`config.mk`:
```
export PLATFORM = sky130hd
export DESIGN_NAME = capture_controller
export DESIGN_NICKNAME = d
export VERILOG_FILES = /design/src/rtl/capture_controller.sv
export SDC_FILE = /design/constraint.sdc
export NUM_CORES = 1
export LEC_CHECK = 0
export ABC_AREA = 1
export BUFFER_PORTS_ARGS = -buffer_cell sky130_fd_sc_hd__buf_2
export CORE_MARGIN = 1.5
export CORE_UTILIZATION = 50
export CTS_BUF_LIST = sky130_fd_sc_hd__clkbuf_4
export DETAILED_ROUTE_END_ITERATION = 8
export PLACE_DENSITY = 0.78
export SYNTH_ARGS = -nofsm -noshare
export SYNTH_HDL_FRONTEND = slang
export SYNTH_SLANG_ARGS = --single-unit
```
`constraint.sdc`:
```
create_clock -name clk -period 4.6 [get_ports clk]
set_input_delay 0.23 -clock clk [delete_from_list [all_inputs] [get_ports clk]]
set_output_delay 0.23 -clock clk [all_outputs]
set_load 0.03 [all_outputs]
```
`src/rtl/capture_controller.sv`:
```
// Logic-analyser capture sequencer: arms on host request, streams {time,data} change
// events into a ring-buffer RAM, triggers on a masked value/edge match, then stops.
module capture_controller #(
  parameter int DATA_W = 8,
  parameter int TIME_W = 32,
  parameter int ADDR_W = 8
) (
  input  logic                     clk,
  input  logic                     rst,
  input  logic                     arm,
  input  logic                     abort,
  input  logic [DATA_W-1:0]        trig_value,
  input  logic [DATA_W-1:0]        trig_mask,
  input  logic                     trig_edge,
  input  logic [ADDR_W-1:0]        post_count,
  input  logic                     ev_valid,
  input  logic [DATA_W-1:0]        ev_data,
  input  logic [TIME_W-1:0]        ev_time,
  output logic                     mem_we,
  output logic [ADDR_W-1:0]        mem_waddr,
  output logic [TIME_W+DATA_W-1:0] mem_wdata,
  output logic                     busy,
  output logic                     triggered,
  output logic                     done,
  output logic                     wrapped,
  output logic [ADDR_W-1:0]        trig_addr,
  output logic [TIME_W-1:0]        trig_time
);

  typedef enum logic [1:0] {
    S_IDLE  = 2'd0,
    S_ARMED = 2'd1,
    S_POST  = 2'd2,
    S_DONE  = 2'd3
  } state_e;

  state_e                    state_q, state_d;
  logic [DATA_W-1:0]         val_q, val_d;
  logic [DATA_W-1:0]         mask_q, mask_d;
  logic                      edge_q, edge_d;
  logic [ADDR_W-1:0]         post_q, post_d;
  logic [ADDR_W-1:0]         wptr_q, wptr_d;
  logic [ADDR_W-1:0]         remain_q, remain_d;
  logic                      prev_match_q, prev_match_d;
  logic                      wrapped_q, wrapped_d;
  logic                      triggered_q, triggered_d;
  logic [ADDR_W-1:0]         trig_addr_q, trig_addr_d;
  logic [TIME_W-1:0]         trig_time_q, trig_time_d;
  logic                      mem_we_q, mem_we_d;
  logic [ADDR_W-1:0]         mem_waddr_q, mem_waddr_d;
  logic [TIME_W+DATA_W-1:0]  mem_wdata_q, mem_wdata_d;
  logic                      busy_q, busy_d;
  logic                      done_q, done_d;

  logic capturing;
  logic accept;
  logic match;
  logic hit;

  always_comb begin
    capturing = (state_q == S_ARMED) || (state_q == S_POST);
    // abort in the same cycle as an event suppresses its write
    accept    = ev_valid && capturing && !abort;
    match     = ((ev_data ^ val_q) & mask_q) == '0;
    hit       = accept && (state_q == S_ARMED) &&
                (edge_q ? (match && !prev_match_q) : match);
  end

  always_comb begin
    state_d      = state_q;
    val_d        = val_q;
    mask_d       = mask_q;
    edge_d       = edge_q;
    post_d       = post_q;
    wptr_d       = wptr_q;
    remain_d     = remain_q;
    prev_match_d = prev_match_q;
    wrapped_d    = wrapped_q;
    triggered_d  = triggered_q;
    trig_addr_d  = trig_addr_q;
    trig_time_d  = trig_time_q;
    mem_we_d     = 1'b0;
    mem_waddr_d  = mem_waddr_q;
    mem_wdata_d  = mem_wdata_q;

    if (abort) begin
      state_d     = S_IDLE;
      triggered_d = 1'b0;
    end else if (arm && !capturing) begin
      state_d      = S_ARMED;
      val_d        = trig_value;
      mask_d       = trig_mask;
      edge_d       = trig_edge;
      post_d       = post_count;
      wptr_d       = '0;
      wrapped_d    = 1'b0;
      triggered_d  = 1'b0;
      prev_match_d = 1'b1;
    end else if (accept) begin
      mem_we_d    = 1'b1;
      mem_waddr_d = wptr_q;
      mem_wdata_d = {ev_time, ev_data};
      wptr_d      = wptr_q + 1'b1;
      if (wptr_q == '1) wrapped_d = 1'b1;

      if (state_q == S_ARMED) begin
        prev_match_d = match;
        if (hit) begin
          triggered_d = 1'b1;
          trig_addr_d = wptr_q;
          trig_time_d = ev_time;
          remain_d    = post_q;
          state_d     = (post_q == '0) ? S_DONE : S_POST;
        end
      end else begin
        remain_d = remain_q - 1'b1;
        if (remain_q == ADDR_W'(1)) state_d = S_DONE;
      end
    end

    // status flags are registered from the next state so outputs stay flop-driven
    busy_d = (state_d == S_ARMED) || (state_d == S_POST);
    done_d = (state_d == S_DONE);
  end

  always_ff @(posedge clk or negedge rst) begin
    if (!rst) begin
      state_q      <= S_IDLE;
      val_q        <= '0;
      mask_q       <= '0;
      edge_q       <= 1'b0;
      post_q       <= '0;
      wptr_q       <= '0;
      remain_q     <= '0;
      prev_match_q <= 1'b0;
      wrapped_q    <= 1'b0;
      triggered_q  <= 1'b0;
      trig_addr_q  <= '0;
      trig_time_q  <= '0;
      mem_we_q     <= 1'b0;
      mem_waddr_q  <= '0;
      mem_wdata_q  <= '0;
      busy_q       <= 1'b0;
      done_q       <= 1'b0;
    end else begin
      state_q      <= state_d;
      val_q        <= val_d;
      mask_q       <= mask_d;
      edge_q       <= edge_d;
      post_q       <= post_d;
      wptr_q       <= wptr_d;
      remain_q     <= remain_d;
      prev_match_q <= prev_match_d;
      wrapped_q    <= wrapped_d;
      triggered_q  <= triggered_d;
      trig_addr_q  <= trig_addr_d;
      trig_time_q  <= trig_time_d;
      mem_we_q     <= mem_we_d;
      mem_waddr_q  <= mem_waddr_d;
      mem_wdata_q  <= mem_wdata_d;
      busy_q       <= busy_d;
      done_q       <= done_d;
    end
  end

  assign mem_we    = mem_we_q;
  assign mem_waddr = mem_waddr_q;
  assign mem_wdata = mem_wdata_q;
  assign busy      = busy_q;
  assign triggered = triggered_q;
  assign done      = done_q;
  assign wrapped   = wrapped_q;
  assign trig_addr = trig_addr_q;
  assign trig_time = trig_time_q;

endmodule

```
# Yosys cells after proc, flatten, opt, wreduce, memory -nomap -nowiden

Index checks and enable logic that the tools add are counted.
Widths: inputs -> output; s select.

Output and inout port bits: 93
RAM bits: 0
Register bits after elaboration: 137
Bits in latches: 0
Memories: 0
Logic and storage cells: 84
Memory bits (read-only): 0

Add/subtract/negate cells: 2
Shift operators: 0
$lt $le $gt $ge: 0
Multiply operators: 0
Div/mod/pow operators: 0
Reductions and logical operators: 27
Bitwise operators: 4
Muxes and demuxes: 26
Equality and inequality tests: 8

Operators with widths:

| kind                | number |
|---|---|
| $mux 8              | 4 |
| $logic_not 8->1     | 2 |
| $mux 1              | 16 |
| $mux 2              | 6 |
| $reduce_and 3->1    | 4 |
| $reduce_bool 3->1   | 3 |
| $add 8x1->8 const B | 1 |
| $and 8x8->8         | 1 |
| $eq 8x1->1 const B  | 1 |
| $eq 8x8->1 const B  | 1 |
| $sub 8x1->8 const B | 1 |
| $xor 8x8->8         | 1 |
| $eq 2x2->1 const B  | 3 |
| $logic_and 1x1->1   | 6 |
| $reduce_bool 2->1   | 3 |
| $reduce_and 5->1    | 1 |
| $eq 2x1->1 const B  | 2 |
| $reduce_and 2->1    | 2 |
| $reduce_and 4->1    | 1 |
| $logic_not 1->1     | 3 |
| $logic_or 1x1->1    | 2 |
| $ne 2x2->1 const B  | 1 |
| $not 1->1           | 2 |

# Depth between registers and ports, before layout

Gate-level depths: netlist of run 1.

Depth after elaboration: 13
Mapped depth: 13

# Least setup slack after synthesis of run 1

Ideal clock, no wire load.

Path kind: reg2reg
Start point: register state_q[0]
End point: register busy_q, in the netlist busy
Arrival time: 1.991 ns
Stages on the path, launching flop included: 13
Clock period less this slack: 2.117 ns
Required time: 4.474 ns
Slack: 2.483 ns
Library setup time: 0.126 ns
Cells stage by stage: dfrtp_1 > ha_1 > nor2_2 > nand2_4 > inv_4 > nand2_2 > nor2_2 > nand3_2 > buf_6 > nand2_4 > nand2_1 > a21oi_1 > ha_1

Longest elaborated chain between the ends: 13

RTL lines:

| what                                     | RTL line    | text |
|---|---|---|
| from (decl)                              | 37          | `state_e state_q, state_d;` |
| from (signal assigned)                   | 146         | `state_q <= state_d;` |
| $eq 2x1->1 or $eq 2x2->1 (tied branches) | 61, 65, 106 |  |
| $logic_or 1x1->1                         | 61          | `capturing = (state_q == S_ARMED) \|\| (state_q == S_POST);` |
| $logic_and 1x1->1 (2 in series)          | 63          | `accept = ev_valid && capturing && !abort;` |
| $logic_and 1x1->1 (2 in series)          | 65          | `hit = accept && (state_q == S_ARMED) &&` |
| $mux 2                                   | 108         | `if (hit) begin` |
| $mux 2                                   | 106         | `if (state_q == S_ARMED) begin` |
| $mux 2                                   | 99          | `end else if (accept) begin` |
| $mux 2 (*)                               | 89          | `end else if (arm && !capturing) begin` |
| $mux 2 (*)                               | 86          | `if (abort) begin` |
| net state_d[0]                           | 37          |  |
| $eq 2x1->1 or $eq 2x2->1 (tied branches) | 122         | `busy_d = (state_d == S_ARMED) \|\| (state_d == S_POST);` |
| $logic_or 1x1->1 (*)                     | 122         |  |
| net busy_d                               | 52          | `logic busy_q, busy_d;` |
| to (signal assigned)                     | 161         | `busy_q <= busy_d;` |
| to (decl)                                | 52          |  |

Mark *: on every way through the listed nets, which the timed path passes. The rest lies on a longest branch.
A chain may end at the register's enable or synchronous reset.

# Final worst setup path of run 1

Start point: register state_q[0]
End point: register remain_q[7]

Longest elaborated chain between the ends: 8

RTL lines:

| what                                     | RTL line    | text |
|---|---|---|
| $eq 2x1->1 or $eq 2x2->1 (tied branches) | 61, 65, 106 |  |
| $logic_or 1x1->1                         | 61          |  |
| $logic_and 1x1->1 (2 in series)          | 63          |  |
| $logic_and 1x1->1 (2 in series)          | 65          |  |
| $ne 2x2->1 (no line)                     | n/a         |  |
| $reduce_and 4->1 (no line)               | n/a         |  |
| to (signal assigned)                     | 152         | `remain_q <= remain_d;` |
| to (decl)                                | 43          | `logic [ADDR_W-1:0] remain_q, remain_d;` |

Parallel ways exist; a longest one is shown, timed or not.

==> results_dict.tcl, run 1 <==
set metrics [dict create \
    clock_sinks 137 \
    powerDensity_mw_per_mm2 595.4 \
    area_growth_syn_to_layout_pct 31.72 \
    crit_type "reg2reg" \
    dr_total_vias 4939 \
    placed_area_sq_mm 0.006659 \
    rsz0062_at_grt "false" \
    fin_util_pct 67.22 \
    root_buffer "clkbuf_4" \
    fill_cells 881 \
    pin_count 163 \
    ant_nets 0 \
    timing.rr.end "remain_q[7]" \
    cts-resized-gates 0 \
    synthDistinctLibCells 31 \
    htreeDepth 4 \
    leakage_nw 4.107 \
    power.total_w 0.004550 \
    r2r-start "state_q[0]" \
    wl_per_cell_um 13.99 \
    detail_route.wirelength_mm 14.07 \
    syn_inst 627 \
    synth_seq_area_share_pct 59.09 \
    portBuffers 162 \
    grt_overflow 0 \
    yosys_register_bits 137 \
    worst_slew_pin_slew_ns 1.089 \
    cp.required_ns 4.98 \
    synth_async_sr_flop_share_pct 100.0 \
    fin_skew_ns 0.01888 \
    track_usage_pct 24.55 \
    synth_flop_cell "dfrtp_1" \
    hold_slack_ns 0.09458 \
    syn-cell-area_sq_mm 0.005802 \
    max_stage_delay_ns 0.47 \
    maxCapViolations 0 \
    cts_tree "built" \
    n_antenna_cell 0 \
    setup_viol 0 \
    endpoint "remain_q[7]" \
    vias_per_cell 4.910 \
    synth_edf_count 0 \
    setup_tns_ns 0 \
    outcome "completed" \
    final_net_count 926 \
    path_depth 10 \
    die_area_sq_mm 0.01226 \
    cp_slowest_cell "nand2_4" \
    cp_max_fo 100 \
    crit_path_frequent_cell "nor2_2" \
    cp_num_buf_inv 2 \
    synth_common_cells "nand2_1 (191), dfrtp_1 (137), o21ai_0 (73)" \
    multi_input_area_sq_mm 0.001939 \
    critPathLaunch "state_q[0]" \
    r2r_slack_ns 1.33 \
    initial_core_util_pct 51.03 \
    slew_viol_final 0 \
    ir_worst_vdd_mv 0.3841 \
    cts_max_path_buffers 2 \
    die_y_um 110.7 \
    clk_pin_slew_ns 0.11 \
    ys_top_cells_by_area "dfrtp_1 (59%), nand2_1 (12%), o21ai_0 (6.3%)" \
    insertion_delay_ns 0.52 \
    rows 39 \
    drive_gt1_share_pct 27.81 \
    post-route-min-period_ns 3.268 \
    die_w_um 110.7 \
    hpwl_mm 9.105 \
    yosysWarnings 0 \
    drc 0 \
    cp-end-kind "register" \
    grt_max_degree 101 \
    reg2regPathDepth 10 \
    grt_antenna_before_repair 0 \
    fmax_mhz 306.0 \
    core_sq_mm 0.01137 \
    gp_congestion 0.8310 \
    synth_area_leader_cell "dfrtp_1" \
    synth_nets 702 \
    grt_pass1_vias 5211 \
    timing.final.hold_violations 0 \
    slew_headroom_pct 27.29 \
    path_cells "ha_1 -> nor2_2 -> nand2_4 -> inv_4 -> nand2_2 -> nor2_2 -> nand3_4 -> buf_4 -> a21oi_2 -> o21ai_0" \
    drtIter0Drc 316 \
    cts_buffers 17 \
    synth_top_area_share_pct 59.09 \
    register_area_sq_mm 0.003428 \
    stdcell_area_sq_mm 0.007642 \
    cp_top_family "simple AND/OR/NAND/NOR gates" \
    yosysMostFrequentCell "nand2_1" \
    critPathArrivalTime_ns 3.65 \
    fin_crit_sh_pct 71.05 \
    hp-class "in2reg" \
    drt_first_pass_iters 4 \
    avgSynthCellArea_sq_um 9.253 \
    cp-start-kind "register" \
    grt_pass1_wl_mm 24.35 \
]
area by class of cell:
| cell class | instances | area share (%) |
|---|---|---|
| clock buffer | 18 | 1.768 |
| multi-input combinational | 390 | 25.38 |
| timing repair buffer | 231 | 19.66 |
| inverter | 74 | 3.667 |
| sequential | 137 | 44.86 |
| tap | 143 | 2.341 |
| clock inverter | 13 | 2.325 |
tightest hold or removal path: stages:
cell     delay, ns
buf_2         0.08
nand2_1       0.11
nand3_1       0.10
nand2_1       0.05
cells by family (layout without fill, tap and decap cells):
family	count (synthesis)	in the layout	synth area share, %
flops	137	137	59.09
xor+xnor	2	2	0.3020
compound gates	134	134	14.00
simple gates	247	247	17.58
buf+inv	100	336	7.613
mux	2	2	0.3451
fa+ha+maj	5	5	1.078
worst min-delay path by stage:
stage                          start  slack (ns)  cells past startpoint       endpoint
after floorplan                  rst       -0.07                      0           busy
after global placement           rst        0.37                      1  mem_wdata[36]
after detailed placement         rst        0.39                      1  mem_wdata[38]
after CTS                 ev_data[0]       0.003                      3   mem_wdata[0]
after global routing             arm        0.07                      4      triggered
final                            arm        0.09                      4      triggered
metrics by stage:
step                cells  setup WS [ns]
floorplan             627          2.483
finish               1006          1.332
global placement      908          1.468
global route         1006         0.9425
CTS                  1005          1.258
detailed placement    908          1.275
where the power goes:
group          switching [W]  internal, W  leakage (nW)  total [W]
combinational        0.00125     0.000566          2.18    0.00182
sequential          0.000257      0.00162          1.77    0.00188
clock               0.000423     0.000432         0.161   0.000854
total                0.00193      0.00262          4.11    0.00455
cells in the final DEF, fill, tap and decap left out, drive strengths merged, types with 2 or more instances in the layout:
cell type and n:
or2 2, o21ai 117, ha 5, clkinv 6, buf 164, bufinv 4, clkinvlp 2, dfrtp 137
clkbuf 18, nor2 18, nand4 4, mux2i 2, o31ai 2, dlygate4sd3 67, nand3 22, a21oi 13
nor3 4, inv 75, nand2 196
flip-flops by register name (all words and copies together), names as in the netlist, 2 cells and up:
signal / count
mem_waddr: 8
post_q: 8
val_q: 8
wptr_q: 8
state_q: 2
mem_wdata: 40
trig_time: 32
mask_q: 8
remain_q: 8
trig_addr: 8
routing by layer:
metal  vias to the layer above  GRT usage [%]  part of all wire, %
li1                       2438              -                    -
met4                         0          7.778                  1.6
met2                       156          42.51                   51
met3                        22          6.342                  5.0
met1                      2323          30.19                   42
met5                         -              0                    0
timing repair:
action,CTS,global route
hold buffers,66,1
setup endpoints to repair,0,0
setup buffers,0,0
endpoints found under the hold margin,183,1
Note: power is estimated with default switching activity, not from simulation.
==> inputs of run 2 (changes only) <==
Clock period 4.6 ns to 3.25 ns, I/O delays scaled along.
==> results_dict.tcl, run 2 (synthesis results as in run 1) <==
set metrics [dict create \
    p_sw_share_pct 42.04 \
    powerDensity_mw_per_mm2 830.8 \
    vias_per_cell 4.881 \
    layout_commonest_cell "nand2_1" \
    timing.final.hold_violations 0 \
    fmax_mhz 391.9 \
    core_sq_mm 0.01137 \
    n_antenna_cell 0 \
    slew_headroom_pct 40.80 \
    setup_tns_ns 0 \
    outcome "completed" \
    cp-end-kind "register" \
    grt_pass1_wl_mm 23.67 \
    grt_overflow 0 \
    crit_type "reg2reg" \
    die_y_um 110.7 \
    drive_gt1_share_pct 27.67 \
    critPathArrivalTime_ns 2.96 \
    cts_buffers 17 \
    r2r-start "state_q[0]" \
    max_stage_delay_ns 0.66 \
    cts_max_path_buffers 2 \
    setup_viol 0 \
    track_usage_pct 23.96 \
    dr_total_vias 4949 \
    fin_util_pct 67.65 \
    rsz0062_at_grt "false" \
    hpwl_mm 8.921 \
    clk_pin_slew_ns 0.11 \
    area_growth_syn_to_layout_pct 32.56 \
    drt_first_pass_iters 4 \
    hold_slack_ns 0.2601 \
    detail_route.wirelength_mm 13.92 \
    pin_count 163 \
    insertion_delay_ns 0.52 \
    final_net_count 934 \
    cp_slowest_cell "buf_4" \
    grt_max_degree 100 \
    cp_max_fo 99 \
    worst_slew_pin_slew_ns 0.8880 \
    drc 0 \
    drtIter0Drc 320 \
    cts_tree "built" \
    clockPowerShare_pct 18.3 \
    cp-start-kind "register" \
    slew_viol_final 0 \
    timing.rr.end "busy" \
    reg2regPathDepth 9 \
    grt_pass1_vias 5120 \
    gp_congestion 0.8300 \
    cp_top_family "buffers and inverters" \
    die_area_sq_mm 0.01226 \
    initial_core_util_pct 51.03 \
    portBuffers 162 \
    r2r_slack_ns 0.70 \
    power_frac_comb_pct 40.2 \
    ant_nets 0 \
    cp_num_buf_inv 1 \
    fin_crit_sh_pct 78.51 \
    post_cts_buffers 0 \
    seq_power_share_pct 41.4 \
    cp.required_ns 3.66 \
    largest_reg_flops 40 \
    htreeDepth 4 \
    wl_per_cell_um 13.73 \
    fin_skew_ns 0.01004 \
    leakage_nw 4.136 \
    clock_sinks 137 \
    maxCapViolations 0 \
    rows 39 \
    root_buffer "clkbuf_4" \
    grt_antenna_before_repair 0 \
    p_int_w 0.003703 \
    cts-resized-gates 0 \
    ir_worst_vdd_mv 0.5716 \
    path_cells "ha_1 -> nor2_2 -> nand2_4 -> buf_4 -> nand2_2 -> a21oi_1 -> o21bai_1 -> a21oi_1 -> ha_1" \
    hp-class "in2async" \
    layout_common_cells "nand2_1 (191), buf_2 (161), dfrtp_1 (137)" \
    p_switching_w 0.002686 \
    post-route-min-period_ns 2.551 \
    die_w_um 110.7 \
]
-- run 2: worst reg2reg max path, delay by kind of cell, from the launching register on --
family	cells	cell delay [ns]
AOI/OAI and AO/OA	3	0.38
adders and majority gates	2	0.62
buffers and inverters	1	0.66
DFF	1	0.42
and+or+nand+nor	3	0.38
-- run 2: layout make-up --
type	instances	area, sq um
clock inverter	13	158.9
timing repair buffer	239	1570
clock buffer	18	135.1
sequential	137	3428
multi-input combinational	390	1939
tap	143	178.9
fill	902	3679
inverter	74	280.3
-- run 2: what timing repair did --
item                       in CTS  in global routing
hold endpoints to repair      191                  0
hold buffers                   70                  0
setup endpoints to repair       0                  0
-- run 2: power groups by stage --
stage	Clock (W)	Combinational [W]	Sequential, W
global placement	0	0.00244	0.00265
global route	0.00127	0.00283	0.00271
CTS	0.00120	0.00258	0.00264
detailed placement	0	0.00251	0.00267
finish	0.00117	0.00257	0.00265
floorplan	0	0.000963	0.00342
-- run 2: worst max path at each step --
stage	start	endpoint	slack (ns)	cells past startpoint
after CTS	state_q[0]	busy	0.70	9
after floorplan	state_q[0]	busy	1.13	12
after global routing	state_q[0]	busy	0.45	9
after global placement	state_q[0]	busy	0.78	9
final	state_q[0]	busy	0.70	9
after detailed placement	state_q[0]	busy	0.73	9
-- run 2: routing by layer --
metal | up-vias | track usage [%] | routed length (um)
met3 | 14 | 5.686 | 696
met2 | 158 | 40.21 | 7010
li1 | 2458 | - | -
met4 | 0 | 9.231 | 201
met5 | - | 0 | 0
met1 | 2319 | 30.24 | 6012
-- run 2: per-stage QoR --
| step | total power, W | worst slack (ns) | cells | area (sq um) |
|---|---|---|---|---|
| floorplan | 0.004387 | 1.133 | 627 | 5802 |
| detailed placement | 0.005182 | 0.7271 | 913 | 6696 |
| finish | 0.006390 | 0.6985 | 1014 | 7691 |
| global route | 0.006821 | 0.4489 | 1014 | 7691 |
| CTS | 0.006420 | 0.6974 | 1014 | 7691 |
| global placement | 0.005090 | 0.7767 | 913 | 6696 |
